`config.mk`:
```
export PLATFORM = sky130hd
export DESIGN_NAME = asm_deinterleaver
export DESIGN_NICKNAME = d
export VERILOG_FILES = /design/src/rtl/asm_deinterleaver.sv
export SDC_FILE = /design/constraint.sdc
export NUM_CORES = 1
export LEC_CHECK = 0
export CORE_MARGIN = 10
export CORE_UTILIZATION = 51
export CTS_CLUSTER_DIAMETER = 80
export DETAILED_ROUTE_END_ITERATION = 16
export GPL_TIMING_DRIVEN = 1
export PLACE_DENSITY = 0.68
export SKIP_CTS_REPAIR_TIMING = 1
export SLEW_MARGIN = 20
export SYNTH_ARGS = -nofsm -noshare
export SYNTH_HDL_FRONTEND = slang
export SYNTH_SLANG_ARGS = --single-unit
```
`constraint.sdc`:
```
create_clock -name clk -period 7.1 [get_ports clk]
set_input_delay 0.71 -clock clk [delete_from_list [all_inputs] [get_ports clk]]
set_output_delay 0.71 -clock clk [all_outputs]
set_load 0.01 [all_outputs]
```
`src/rtl/asm_deinterleaver.sv`:
```
// asm_deinterleaver
//   Receive-side inverse of the ASM bit interleaver. Serial interleaved bits
//   are scattered into a two-bank ping-pong buffer at their natural-order
//   addresses. Each frame is then read back in natural order, one bit per
//   request. The permutation p(k) = (A*k + B) mod N is chosen by link_id,
//   which is sampled on the first bit of each frame.
// Ports
//   clk, rst    : clock and asynchronous active-high reset
//   link_id     : permutation select, sampled on bit 0 of a frame
//   din/din_vld : interleaved serial input
//   request     : read request, one natural-order bit per high cycle
//   dout/dout_vld : deinterleaved bit, one cycle after the request
//   frame_done  : pulses together with dout_vld of the last bit of a frame
//   overflow    : pulses one cycle after a din_vld that was dropped
//   busy        : at least one bank holds or is receiving frame data
module asm_deinterleaver #(
  parameter int ADDR_W = 8
) (
  input  logic       clk,
  input  logic       rst,
  input  logic [5:0] link_id,
  input  logic       din,
  input  logic       din_vld,
  input  logic       request,
  output logic       dout,
  output logic       dout_vld,
  output logic       frame_done,
  output logic       overflow,
  output logic       busy
);

  localparam int N = 2 ** ADDR_W;

  typedef enum logic [1:0] {EMPTY, FILLING, FULL, DRAINING} bank_st_t;

  bank_st_t          bank_st  [2];
  bank_st_t          bank_nxt [2];
  logic              wr_bank;
  logic              rd_bank;
  logic [ADDR_W-1:0] k;
  logic [ADDR_W-1:0] r;
  logic [ADDR_W-1:0] a_reg;
  logic [ADDR_W-1:0] addr_reg;
  logic              mem [2][N];

  logic [ADDR_W-1:0] a_id;
  logic [ADDR_W-1:0] b_id;
  logic [ADDR_W-1:0] cur_a;
  logic [ADDR_W-1:0] cur_addr;
  logic              wr_open;
  logic              wr_acc;
  logic              wr_last;
  logic              rd_ok;
  logic              rd_last;

  // A is forced odd so the map is a bijection; both are reduced mod N by truncation.
  assign a_id = ADDR_W'({link_id, 1'b1});
  assign b_id = ADDR_W'({link_id, 2'b00});

  // Bit 0 of a frame uses the live link_id. Later bits use the latched step.
  // This is why link_id changes mid-frame have no effect.
  assign cur_addr = (k == '0) ? b_id : addr_reg;
  assign cur_a    = (k == '0) ? a_id : a_reg;

  assign wr_open = (bank_st[wr_bank] == EMPTY) || (bank_st[wr_bank] == FILLING);
  assign wr_acc  = din_vld && wr_open;
  assign wr_last = wr_acc && (&k);
  assign rd_ok   = request && ((bank_st[rd_bank] == FULL) || (bank_st[rd_bank] == DRAINING));
  assign rd_last = rd_ok && (&r);

  // Bank state machine: next-state logic.
  // The write pointer only touches EMPTY or FILLING banks. The read pointer
  // only touches FULL or DRAINING banks. Both may therefore update in the
  // same cycle without conflict.
  always_comb begin
    for (int i = 0; i < 2; i++) begin
      bank_nxt[i] = bank_st[i];
      if (wr_acc && (wr_bank == 1'(i)))
        bank_nxt[i] = wr_last ? FULL : FILLING;
      if (rd_ok && (rd_bank == 1'(i)))
        bank_nxt[i] = rd_last ? EMPTY : DRAINING;
    end
  end

  // Bank state machine: outputs.
  always_comb begin
    busy = (bank_st[0] != EMPTY) || (bank_st[1] != EMPTY);
  end

  // Registered stage: bank states, pointers and the read-out register.
  always_ff @(posedge clk or posedge rst) begin
    if (rst) begin
      bank_st[0] <= EMPTY;
      bank_st[1] <= EMPTY;
      wr_bank    <= 1'b0;
      rd_bank    <= 1'b0;
      k          <= '0;
      r          <= '0;
      a_reg      <= '0;
      addr_reg   <= '0;
      dout       <= 1'b0;
      dout_vld   <= 1'b0;
      frame_done <= 1'b0;
      overflow   <= 1'b0;
    end else begin
      bank_st[0] <= bank_nxt[0];
      bank_st[1] <= bank_nxt[1];
      overflow   <= din_vld && !wr_open;
      dout_vld   <= rd_ok;
      frame_done <= rd_last;
      if (wr_acc) begin
        k        <= k + ADDR_W'(1);
        addr_reg <= cur_addr + cur_a;
        if (k == '0)
          a_reg <= a_id;
        if (wr_last)
          wr_bank <= ~wr_bank;
      end
      if (rd_ok) begin
        r    <= r + ADDR_W'(1);
        dout <= mem[rd_bank][r];
        if (rd_last)
          rd_bank <= ~rd_bank;
      end
    end
  end

  // Frame storage. It is not cleared on reset; bank states gate every access.
  always_ff @(posedge clk) begin
    if (wr_acc)
      mem[wr_bank][cur_addr] <= din;
  end

endmodule
```
Yosys cells after proc, flatten, opt, wreduce, memory -nomap -nowiden
Memories as Yosys holds them, arrays and structs flattened.
Cells that the tools add are included.
{"block": "word_totals", "reg_bits": 42, "word_cells": 75, "memories": 1, "ramBits": 512, "out_inout_bits": 5, "input_bits": 11}
{"memory": "mem", "words": 2, "word_bits": 256, "read_ports": 1, "rd_ports_with_merged_regs": 0, "write_ports": 1, "line_no": "44", "text": "logic mem [2][N];"}
{"block": "classes", "eq_ne": 3, "order_cmp": 5, "bitwise_logic": 6, "addsub": 3, "n_reduce_logical": 24, "mux": 21}
{"op": "256-bit two-way mux", "count": 1}
{"op": "2-bit two-way mux", "count": 12}
{"op": "9-bit >= comparator (second input constant)", "count": 2}
{"op": "8-bit inverter with 9-bit output", "count": 2}
{"op": "8-bit by 1-bit adder with 8-bit output (second input constant)", "count": 2}
{"op": "8-bit two-way mux", "count": 2}
{"op": "8-bit AND reduction", "count": 2}
{"op": "1-bit logical AND", "count": 10}
{"op": "9-bit by 1-bit less-than comparator with 1-bit output (second input constant)", "count": 1}
{"op": "8-bit adder", "count": 1}
{"op": "1-bit binary-select mux with 8-bit select", "count": 1}
{"op": "1-bit demux with 8-bit select", "count": 1}
{"op": "8-bit logical NOT", "count": 1}
{"op": "2-bit nonzero test", "count": 4}
{"op": "2-bit == test (second input constant)", "count": 2}
{"op": "2-bit >= comparator (second input constant)", "count": 2}
{"op": "1-bit two-way mux", "count": 4}
{"op": "1-bit inverter with 2-bit output", "count": 2}
{"op": "2-bit AND reduction", "count": 2}
{"op": "1-bit logical OR", "count": 3}
{"op": "2-bit by 1-bit == test with 1-bit output (second input constant)", "count": 1}
{"op": "2-bit logical NOT", "count": 1}
{"op": "1-bit inverter", "count": 2}
{"op": "1-bit logical NOT", "count": 1}

Logic depth before layout (Yosys ltp)
Gate-level depths: netlist of the first run.
{"block": "depth", "depth_word": 11, "ltp_mapped": 17, "depth_no_buf": 15}

Worst setup path after synthesis of the first run
OpenSTA, ideal clock, no wires.
{"block": "synth_timing", "path_type": "reg2reg", "from": "reg k[0]", "to": "reg addr_reg[7]", "stages_incl_launch_ff": 18, "required_time_ns": 6.976, "n_path_buf": 2, "setup_time_ns": 0.124, "path_slack_ns": 4.017, "arrival_time_ns": 2.959, "cell_sequence": "dfrtp_1 -> inv_1 -> ha_1 -> or4b_4 -> nor2_2 -> buf_4 -> nand2_1 -> and2_1 -> buf_6 -> inv_1 -> ha_1 -> inv_1 -> a21oi_1 -> o211ai_1 -> a211oi_1 -> o21a_1 -> nor3_1 -> nand2_1"}
{"block": "synth_between", "elab_chain_cells": 3}
{"element": "from (decl)", "line_no": "40", "text": "logic [ADDR_W-1:0] k;"}
{"element": "from (signal assigned)", "line_no": "112", "text": "k <= k + ADDR_W'(1);"}
{"element": "8-bit logical NOT *", "line_no": "62, 63"}
{"element": "8-bit two-way mux (on tied branches)"}
{"element": "8-bit adder *", "line_no": "113", "text": "addr_reg <= cur_addr + cur_a;"}
{"element": "to (signal assigned)", "line_no": "113"}
{"element": "to (decl)", "line_no": "43", "text": "logic [ADDR_W-1:0] addr_reg;"}
Every way passes the cells marked *; elsewhere a longest branch is shown, timed or not.
A chain may end at the register's enable or synchronous reset.

Worst setup path after layout of the first run
{"block": "layout_timing", "from": "reg r[0]", "to": "reg dout"}
{"block": "layout_between", "elab_chain_cells": 4}
{"element": "from (decl)", "line_no": "41", "text": "logic [ADDR_W-1:0] r;"}
{"element": "from (signal assigned)", "line_no": "120", "text": "r <= r + ADDR_W'(1);"}
{"element": "8-bit inverter with 9-bit output (not written as such)", "line_no": "121", "text": "dout <= mem[rd_bank][r];"}
{"element": "1-bit binary-select mux with 8-bit select", "line_no": "121"}
{"element": "1-bit two-way mux (not written as such) (2 in series)", "line_no": "121"}
{"element": "to (signal assigned)", "line_no": "121"}
{"element": "to (decl)", "line_no": "25", "text": "output logic dout,"}
No other way between the ends. The select of a mux whose other input is x is not followed.

==> results of run 1 <==
Yosys cell counts, types with 10 or more instances:
cell | instances | area [µm²]
a21oi_1 | 21 | 105
dfrtp_1 | 42 | 1050
ha_1 | 10 | 125
mux2_2 | 11 | 124
clkbuf_1 | 65 | 244
nor2b_1 | 10 | 62.6
nor2_2 | 36 | 225
o22ai_1 | 13 | 81.3
and2_1 | 11 | 68.8
o21ai_0 | 22 | 110
inv_1 | 13 | 48.8
nor2_1 | 506 | 1900
nand3_1 | 17 | 85.1
mux4_2 | 91 | 2050
mux2i_1 | 70 | 701
nand4_1 | 12 | 75.1
nand2_1 | 92 | 345
edfxtp_1 | 512 | 15400
buf_6 | 19 | 214
a211oi_1 | 14 | 105
xnor2_1 | 17 | 149
buf_2 | 39 | 195
buf_4 | 10 | 75.1
o221ai_1 | 10 | 87.6
path summary, 6_finish.rpt:
check                      slack, ps  cells past startpoint       end      from
max                             3000                      9      dout      r[0]
min                              470                      1  a_reg[0]  a_reg[0]
max reg2reg                     3000                      9      dout      r[0]
min reg2reg                      470                      1  a_reg[0]  a_reg[0]
max in group asynchronous       6010                      3   rd_bank       rst
min in group asynchronous        610                      3  a_reg[0]       rst
power breakdown:
group	leakage (nW)	total [mW]	switching, mW	internal [mW]
clock	0.829	2.75	1.22	1.53
sequential	5.13	3.73	0.0880	3.65
combinational	2.18	1.24	0.921	0.320
cell usage in the layout, fill, tap and decap left out, drive strengths merged, types with 22 or more instances in the layout:
| master | n |
|---|---|
| clkbuf | 66 |
| a21oi | 22 |
| edfxtp | 512 |
| dfrtp | 42 |
| nand3 | 23 |
| mux2i | 70 |
| nor2 | 545 |
| nand2 | 97 |
| buf | 22 |
| o21ai | 23 |
| clkinv | 34 |
| mux4 | 98 |
metal layers:
layer | up-vias | wire length [µm] | track usage
met2 | 544 | 27900 | 0.325
met5 | - | 0 | 0
met3 | 88 | 4320 | 0.0253
li1 | 6563 | - | -
met4 | 0 | 1620 | 0.0667
met1 | 7706 | 24200 | 0.283
through the flow:
| step | cells | cell area, µm² | hold slack (ps) | power (mW) |
|---|---|---|---|---|
| 2_1_floorplan | 1812 | 25000 | 425 | 4.68 |
| 3_3_place_gp | 2373 | 25400 | 448 | 5.01 |
| 3_5_place_dp | 2373 | 25400 | 455 | 5.03 |
| 4_1_cts | 2476 | 27100 | 471 | 7.76 |
| 5_1_grt | 2476 | 27100 | 497 | 8.01 |
| 6_report | 2476 | 27100 | 469 | 7.73 |
worst max-delay path, stage by stage (launching register included):
cell,delay (ps)
dfrtp_4,920
buf_4,860
and3_1,730
a22oi_1,160
o211ai_1,140
a21oi_1,60
a211oi_1,570
nor4bb_1,140
nor4_1,290
nor3_1,70
cell type report:
class	count	area, µm²	share of cell area
Sequential cell	554	16400	0.607
Multi-Input combinational cell	1103	7750	0.286
Clock buffer	66	1460	0.0539
Tap cell	664	831	0.0307
Timing Repair Buffer	36	333	0.0123
Clock inverter	37	218	0.00804
Inverter	16	60.1	0.00222
cells by family after synthesis:
logic type               synth area share
XOR/XNOR                          0.00771
AO/OA/AOI/OAI                      0.0392
AND/OR/NAND/NOR                     0.135
flip-flops                          0.657
multiplexers                        0.122
buffers and inverters              0.0329
adder cells (fa/ha/maj)           0.00541
==> results.txt, run 1 <==
Status - finished clean
Net Count, Synth - 1833
Die Ht - 241 µm
Final setup violation count - 0
Core Rows - 81
Mean Syn Cell Area - 13.8 µm²
Global-route wire length before repair - 88800 µm
Prevailing post-synth register cell - edfxtp_1
Clock Sinks - 554
Max-Cap Viols - 0
Die footprint - 0.0583 mm²
Initial Util - 0.513
Worst Path Required - 7570 ps
Clk slew on worst S/H paths - 60 ps
Clock Tree Root - clkbuf_16
NumNets Final - 1788
Synth Cell Area - 0.0250 mm²
CP Capture Type - flip-flop
Crit-path max FO - 62
Tcrit/Tclk final - 0.577
Final min period - 4100 ps
DR pass1 iterations - 7
Number of flip-flops in the largest register - 512
Die width - 241 µm
Hold WC Path Type - reg -> reg
Mapped Cells - 1812
Skew final - 20.4 ps
Layout cell share with drive strength beyond 1 - 0.150
DR vias/cell - 6.02
Largest register by flop count - mem
FMAX - 244 MHz
DRC viols - 0
EDFF count, synth - 512
Sequential share of the synthesized area - 0.657
Leakage - 8.15 nW
Core Footprint - 0.0487 mm²
Final Core Density - 0.556
Pins Over Slew Limit - 0
Dpl ws - 3080 ps
H-Tree Depth - 2
TritonCTS clock tree - done
Port Buffer Count - 15
Via count - 14901
WP data arrival - 4570 ps
Detailed Place HPWL - 32800 µm
FF+latch count, synth - 554
Measured slew at the worst slew-check pin - 1060 ps
N_diodes - 0
WL/cell - 23.5 µm
Latest clock arrival within the worst-skew pair - 610 ps
WL final - 58100 µm
Largest net degree at the start of global routing - 142
YS warnings - 0
Worst Setup Start Kind - flip-flop
Setup TNS - 0 ps
Peak supply drop - 0.000255 V
Final hold vios - 0
Post-synthesis cell type count - 75
Initial antenna violation count - 0
GRT Total Usage - 0.202
Vias in the first global route - 14660
Setup WS post-layout - 3000 ps
Post-synth ARST share - 0.0758
Inserted Clock Buffers - 56
Antenna-violating nets left - 0
GR Overflow Total - 0
RSZ-0062 raised after global routing - no
GP Congestion - 0.803
Power Density - 285 mW/mm²
Fill cells - 3963
Max-slew headroom - 0.290
Crit path kind - reg -> reg
IO Count - 16
Initial DRC count - 1748
Clock Path Buffers - 3
Synth-to-Final Area Change - 8.36%
Power figures use the tool's default switching activity.
==> run 2, diff against run 1 <==
- PLACE_DENSITY: 0.68 -> 0.71
- clock period: 7.1 -> 3.5 ns (I/O delays scaled with it)
==> results.txt, run 2 (synthesis gave the netlist of run 1 again) <==
Max-slew headroom - 0.335 (+0.0450)
FMAX - 311 MHz (+28%)
Number of flip-flops in the largest register - 512 (unchanged)
Tcrit/Tclk final - 0.918 (+0.341)
Initial DRC count - 1574 (-10%)
DR pass1 iterations - 7 (unchanged)
IO Count - 16 (unchanged)
N_diodes - 0 (unchanged)
Clock Sinks - 554 (unchanged)
Clock Path Buffers - 3 (unchanged)
Final setup violation count - 0 (unchanged)
Fill cells - 3870 (-2.3%)
Crit path kind - reg -> reg
Inserted Clock Buffers - 54 (-3.6%)
CP Capture Type - flip-flop
Detailed Place HPWL - 34000 µm (+3.9%)
Crit-path max FO - 8 (-87%)
Die Ht - 241 µm (unchanged)
Worst Path Required - 3980 ps (-3590 ps)
Die footprint - 0.0583 mm² (unchanged)
TritonCTS clock tree - done
Clock Tree Root - clkbuf_16
NumNets Final - 1875 (+4.9%)
DR vias/cell - 5.91 (-1.8%)
Max-Cap Viols - 0 (unchanged)
Synth-to-Final Area Change - 11.1%
Final min period - 3210 ps (-885 ps)
Power Density - 564 mW/mm² (+98%)
Antenna-violating nets left - 0 (unchanged)
Initial antenna violation count - 1 (+1)
Final hold vios - 0 (unchanged)
Setup TNS - 0 ps (unchanged)
Via count - 15147 (+1.7%)
GRT Total Usage - 0.202 (-0.000663)
WL final - 58300 µm (+0.39%)
H-Tree Depth - 2 (unchanged)
Hold WC Path Type - in -> async
Status - finished clean
Clk slew on worst S/H paths - 60 ps (about the same)
Initial Util - 0.513 (unchanged)
Leakage - 8.57 nW (+5.1%)
WL/cell - 22.8 µm (-3.0%)
Skew final - 17.6 ps (-2.76 ps)
Vias in the first global route - 14928 (+1.8%)
Port Buffer Count - 15 (unchanged)
Core Rows - 81 (unchanged)
Worst Setup Start Kind - flip-flop
Most common cell after layout, fill and taps aside - edfxtp_1
GR Overflow Total - 0 (unchanged)
Layout cell share with drive strength beyond 1 - 0.186 (+0.0363)
Largest register by flop count - mem
Core Footprint - 0.0487 mm² (unchanged)
Overall power - 15.7 mW (+100%)
Pins Over Slew Limit - 0 (unchanged)
Measured slew at the worst slew-check pin - 996 ps (-67.8 ps)
Largest net degree at the start of global routing - 154 (+8.5%)
GP Congestion - 0.830 (+3.3%)
RSZ-0062 raised after global routing - no
Latest clock arrival within the worst-skew pair - 600 ps (about the same)
Commonest non-fill, non-tap cells in the layout - 512 x edfxtp_1, 506 x nor2_1, 99 x buf_4
Die width - 241 µm (unchanged)
DRC viols - 0 (unchanged)
WP data arrival - 3690 ps (-880 ps)
Peak supply drop - 0.000515 V (+100%)
Global-route wire length before repair - 88700 µm (about the same)
run 2: where the power goes:
part           switching, mW  internal, mW
logic                   1.93         0.851
registers              0.144          7.40
clock network           2.40          2.95
total                   4.47          11.2
run 2: area by class of cell:
type | instances | area [µm²] | share of cell area
clock buffers | 73 | 1440 | 0.0520
clock inverters | 28 | 148 | 0.00531
inverters | 16 | 60.1 | 0.00216
multi-input cells | 1103 | 7750 | 0.279
flip-flops and latches | 554 | 16400 | 0.591
well taps | 664 | 831 | 0.0299
repair buffers | 125 | 1120 | 0.0403
run 2: critical path: stages, from the launching register on:
cell and delay (ps):
dfrtp_1 390, inv_1 100, ha_1 160, or4b_4 470, nor2_2 280, nand2_1 110
and2_1 160, inv_1 160, ha_1 150, inv_1 60, a21oi_1 160, o211ai_1 130
a211oi_1 430, nor3_1 120, nor3_1 150, nand2_1 70
run 2: worst paths after layout:
kind | endpoint | slack, ps | cells past startpoint | from
setup / recovery | addr_reg[7] | 290 | 15 | k[0]
hold / removal | a_reg[2] | 310 | 2 | rst
setup reg to reg | addr_reg[7] | 290 | 15 | k[0]
hold reg to reg | a_reg[6] | 480 | 2 | a_reg[6]
max in group asynchronous | r[0] | 2460 | 2 | rst
min in group clk | mem[1][57] | 320 | 1 | din
run 2: metrics by stage:
stage	std cells	worst slack [ps]	hold slack, ps	instance area, µm²	util
global placement	2462	337	463	26200	0.537
CTS	2563	287	329	27800	0.570
floorplan	1812	417	425	25000	-
global route	2563	29.2	349	27800	0.570
finish	2563	288	310	27800	0.570
detailed placement	2462	323	471	26200	0.537
run 2: routing by layer:
layer	vias up	track usage	wire (µm)
li1	6732	-	-
met1	7780	0.267	23700
met2	543	0.337	29000
met3	92	0.0317	4050
met4	0	0.0653	1500
met5	-	0	0
==> run 3, diff against run 2 <==
- PLACE_DENSITY: 0.71 -> 0.68
- clock period: 3.5 -> 3.9 ns (I/O delays scaled with it)
==> results.txt, run 3 (synthesis gave the netlist of run 1 again) <==
Power Density - 516 mW/mm² (-8.4%)
Layout cell share with drive strength beyond 1 - 0.178 (-0.00783)
Max-Cap Viols - 0 (unchanged)
Commonest non-fill, non-tap cells in the layout - 512 x edfxtp_1, 506 x nor2_1, 92 x nand2_1
Inserted Clock Buffers - 54 (unchanged)
Largest register by flop count - mem
Crit path kind - reg -> reg
Latest clock arrival within the worst-skew pair - 610 ps (about the same)
Via count - 15080 (-0.44%)
Switching Fraction - 0.287 (+0.00154)
GR Overflow Total - 0 (unchanged)
Die Ht - 241 µm (unchanged)
Final setup violation count - 0 (unchanged)
Core Footprint - 0.0487 mm² (unchanged)
GP Congestion - 0.815 (-1.8%)
Initial DRC count - 1980 (+26%)
Leakage - 8.41 nW (-1.8%)
WP data arrival - 3820 ps (+130 ps)
Core Rows - 81 (unchanged)
Overall power - 14.2 mW (-9.3%)
Worst Path Required - 4190 ps (+210 ps)
DR pass1 iterations - 5 (-2)
Global-route wire length before repair - 92100 µm (+3.8%)
Initial Util - 0.513 (unchanged)
N_diodes - 0 (unchanged)
NumNets Final - 1839 (-1.9%)
Port Buffer Count - 15 (unchanged)
Synth-to-Final Area Change - 10.1%
Largest net degree at the start of global routing - 168 (+9.1%)
DR vias/cell - 5.98 (+1.1%)
H-Tree Depth - 2 (unchanged)
Number of flip-flops in the largest register - 512 (unchanged)
Detailed Place HPWL - 34700 µm (+2.0%)
CP Capture Type - flip-flop
TritonCTS clock tree - done
Clock Power Share - 0.354 (+0.013)
RSZ-0062 raised after global routing - no
Die footprint - 0.0583 mm² (unchanged)
Clock Path Buffers - 3 (unchanged)
Crit-path max FO - 16 (+8)
Max-slew headroom - 0.338 (+0.00275)
Peak supply drop - 0.000468 V (-9.1%)
Combinational fraction of design power - 0.168 (-0.010)
Clk slew on worst S/H paths - 60 ps (about the same)
Setup TNS - 0 ps (unchanged)
Final min period - 3530 ps (+322 ps)
Final hold vios - 0 (unchanged)
FMAX - 283 MHz (-9.1%)
Skew final - 23.6 ps (+5.96 ps)
DRC viols - 0 (unchanged)
Worst Setup Start Kind - flip-flop
Tcrit/Tclk final - 0.906 (-0.0115)
Die width - 241 µm (unchanged)
Hold WC Path Type - in -> async
Switching power - 4.08 mW (-8.8%)
WL/cell - 23.9 µm (+5.1%)
Most common cell after layout, fill and taps aside - edfxtp_1
Internal - 10.1 mW (-9.4%)
Initial antenna violation count - 2 (+1)
WL final - 60300 µm (+3.4%)
Status - finished clean
Vias in the first global route - 15136 (+1.4%)
Measured slew at the worst slew-check pin - 992 ps (-4.11 ps)
IO Count - 16 (unchanged)
Seq pwr share - 0.478 (-0.003)
Pins Over Slew Limit - 0 (unchanged)
GRT Total Usage - 0.211 (+0.00927)
Antenna-violating nets left - 0 (unchanged)
Clock Sinks - 554 (unchanged)
Clock Tree Root - clkbuf_16
run 3: changes by cell type in the layout (fill, tap and decap cells not counted):
cell	previous run	this run
buf_4	99	68
clkbuf_1	18	8
clkinv_2	9	18
clkinv_1	17	9
buf_12	11	6
bufinv_16	1	4
clkinv_4	0	1
clkinvlp_4	0	1
run 3: final timing paths:
kind	start	endpoint	slack, ps	cells past startpoint
worst min-delay path	rst	r[5]	350	2
worst max-delay path	k[0]	mem[1][196]	370	10
max in group asynchronous	rst	rd_bank	2820	2
worst min register to register	a_reg[0]	a_reg[0]	480	1
min in group clk	din	mem[0][51]	370	1
worst max register to register	k[0]	mem[1][196]	370	10
run 3: metrics by stage:
step	cell area [µm²]	cells	hold slack, ps	worst slack [ps]	utilization
floorplan	25000	1812	425	817	-
global placement	25900	2426	464	593	0.531
detailed placement	25900	2426	470	471	0.531
CTS	27500	2523	374	417	0.565
global route	27500	2523	425	127	0.565
finish	27500	2523	347	365	0.565
run 3: worst max-delay path, cell delays in order (launching register included):
cell and delay (ps):
dfrtp_1 400, inv_1 100, ha_1 170, or4b_4 480, nor2_2 400, nand2_1 130
and2_4 220, inv_2 100, and3_1 450, nand2_1 470, nor2_1 290
run 3: power groups by stage:
stage | Clock [mW] | Combinational (mW) | Sequential [mW]
detailed placement | 0 | 2.38 | 6.92
finish | 5.03 | 2.40 | 6.79
floorplan | 0 | 1.69 | 6.84
global route | 5.33 | 2.59 | 6.81
CTS | 5.09 | 2.39 | 6.79
global placement | 0 | 2.34 | 6.91
run 3: final cells by class:
class                      count  area [µm²]
sequential                   554       16400
tap                          664         831
clock buffer                  63        1410
timing repair buffer          89         786
inverter                      16        60.1
fill                        3916       21200
clock inverter                34         269
multi-input combinational   1103        7750
run 3: routing by layer:
layer	vias to the layer above	global-route usage	share of wire
met5	-	0	0
met4	0	0.0692	0.027
met3	95	0.0357	0.080
met2	573	0.349	0.49
met1	7766	0.280	0.40
li1	6646	-	-
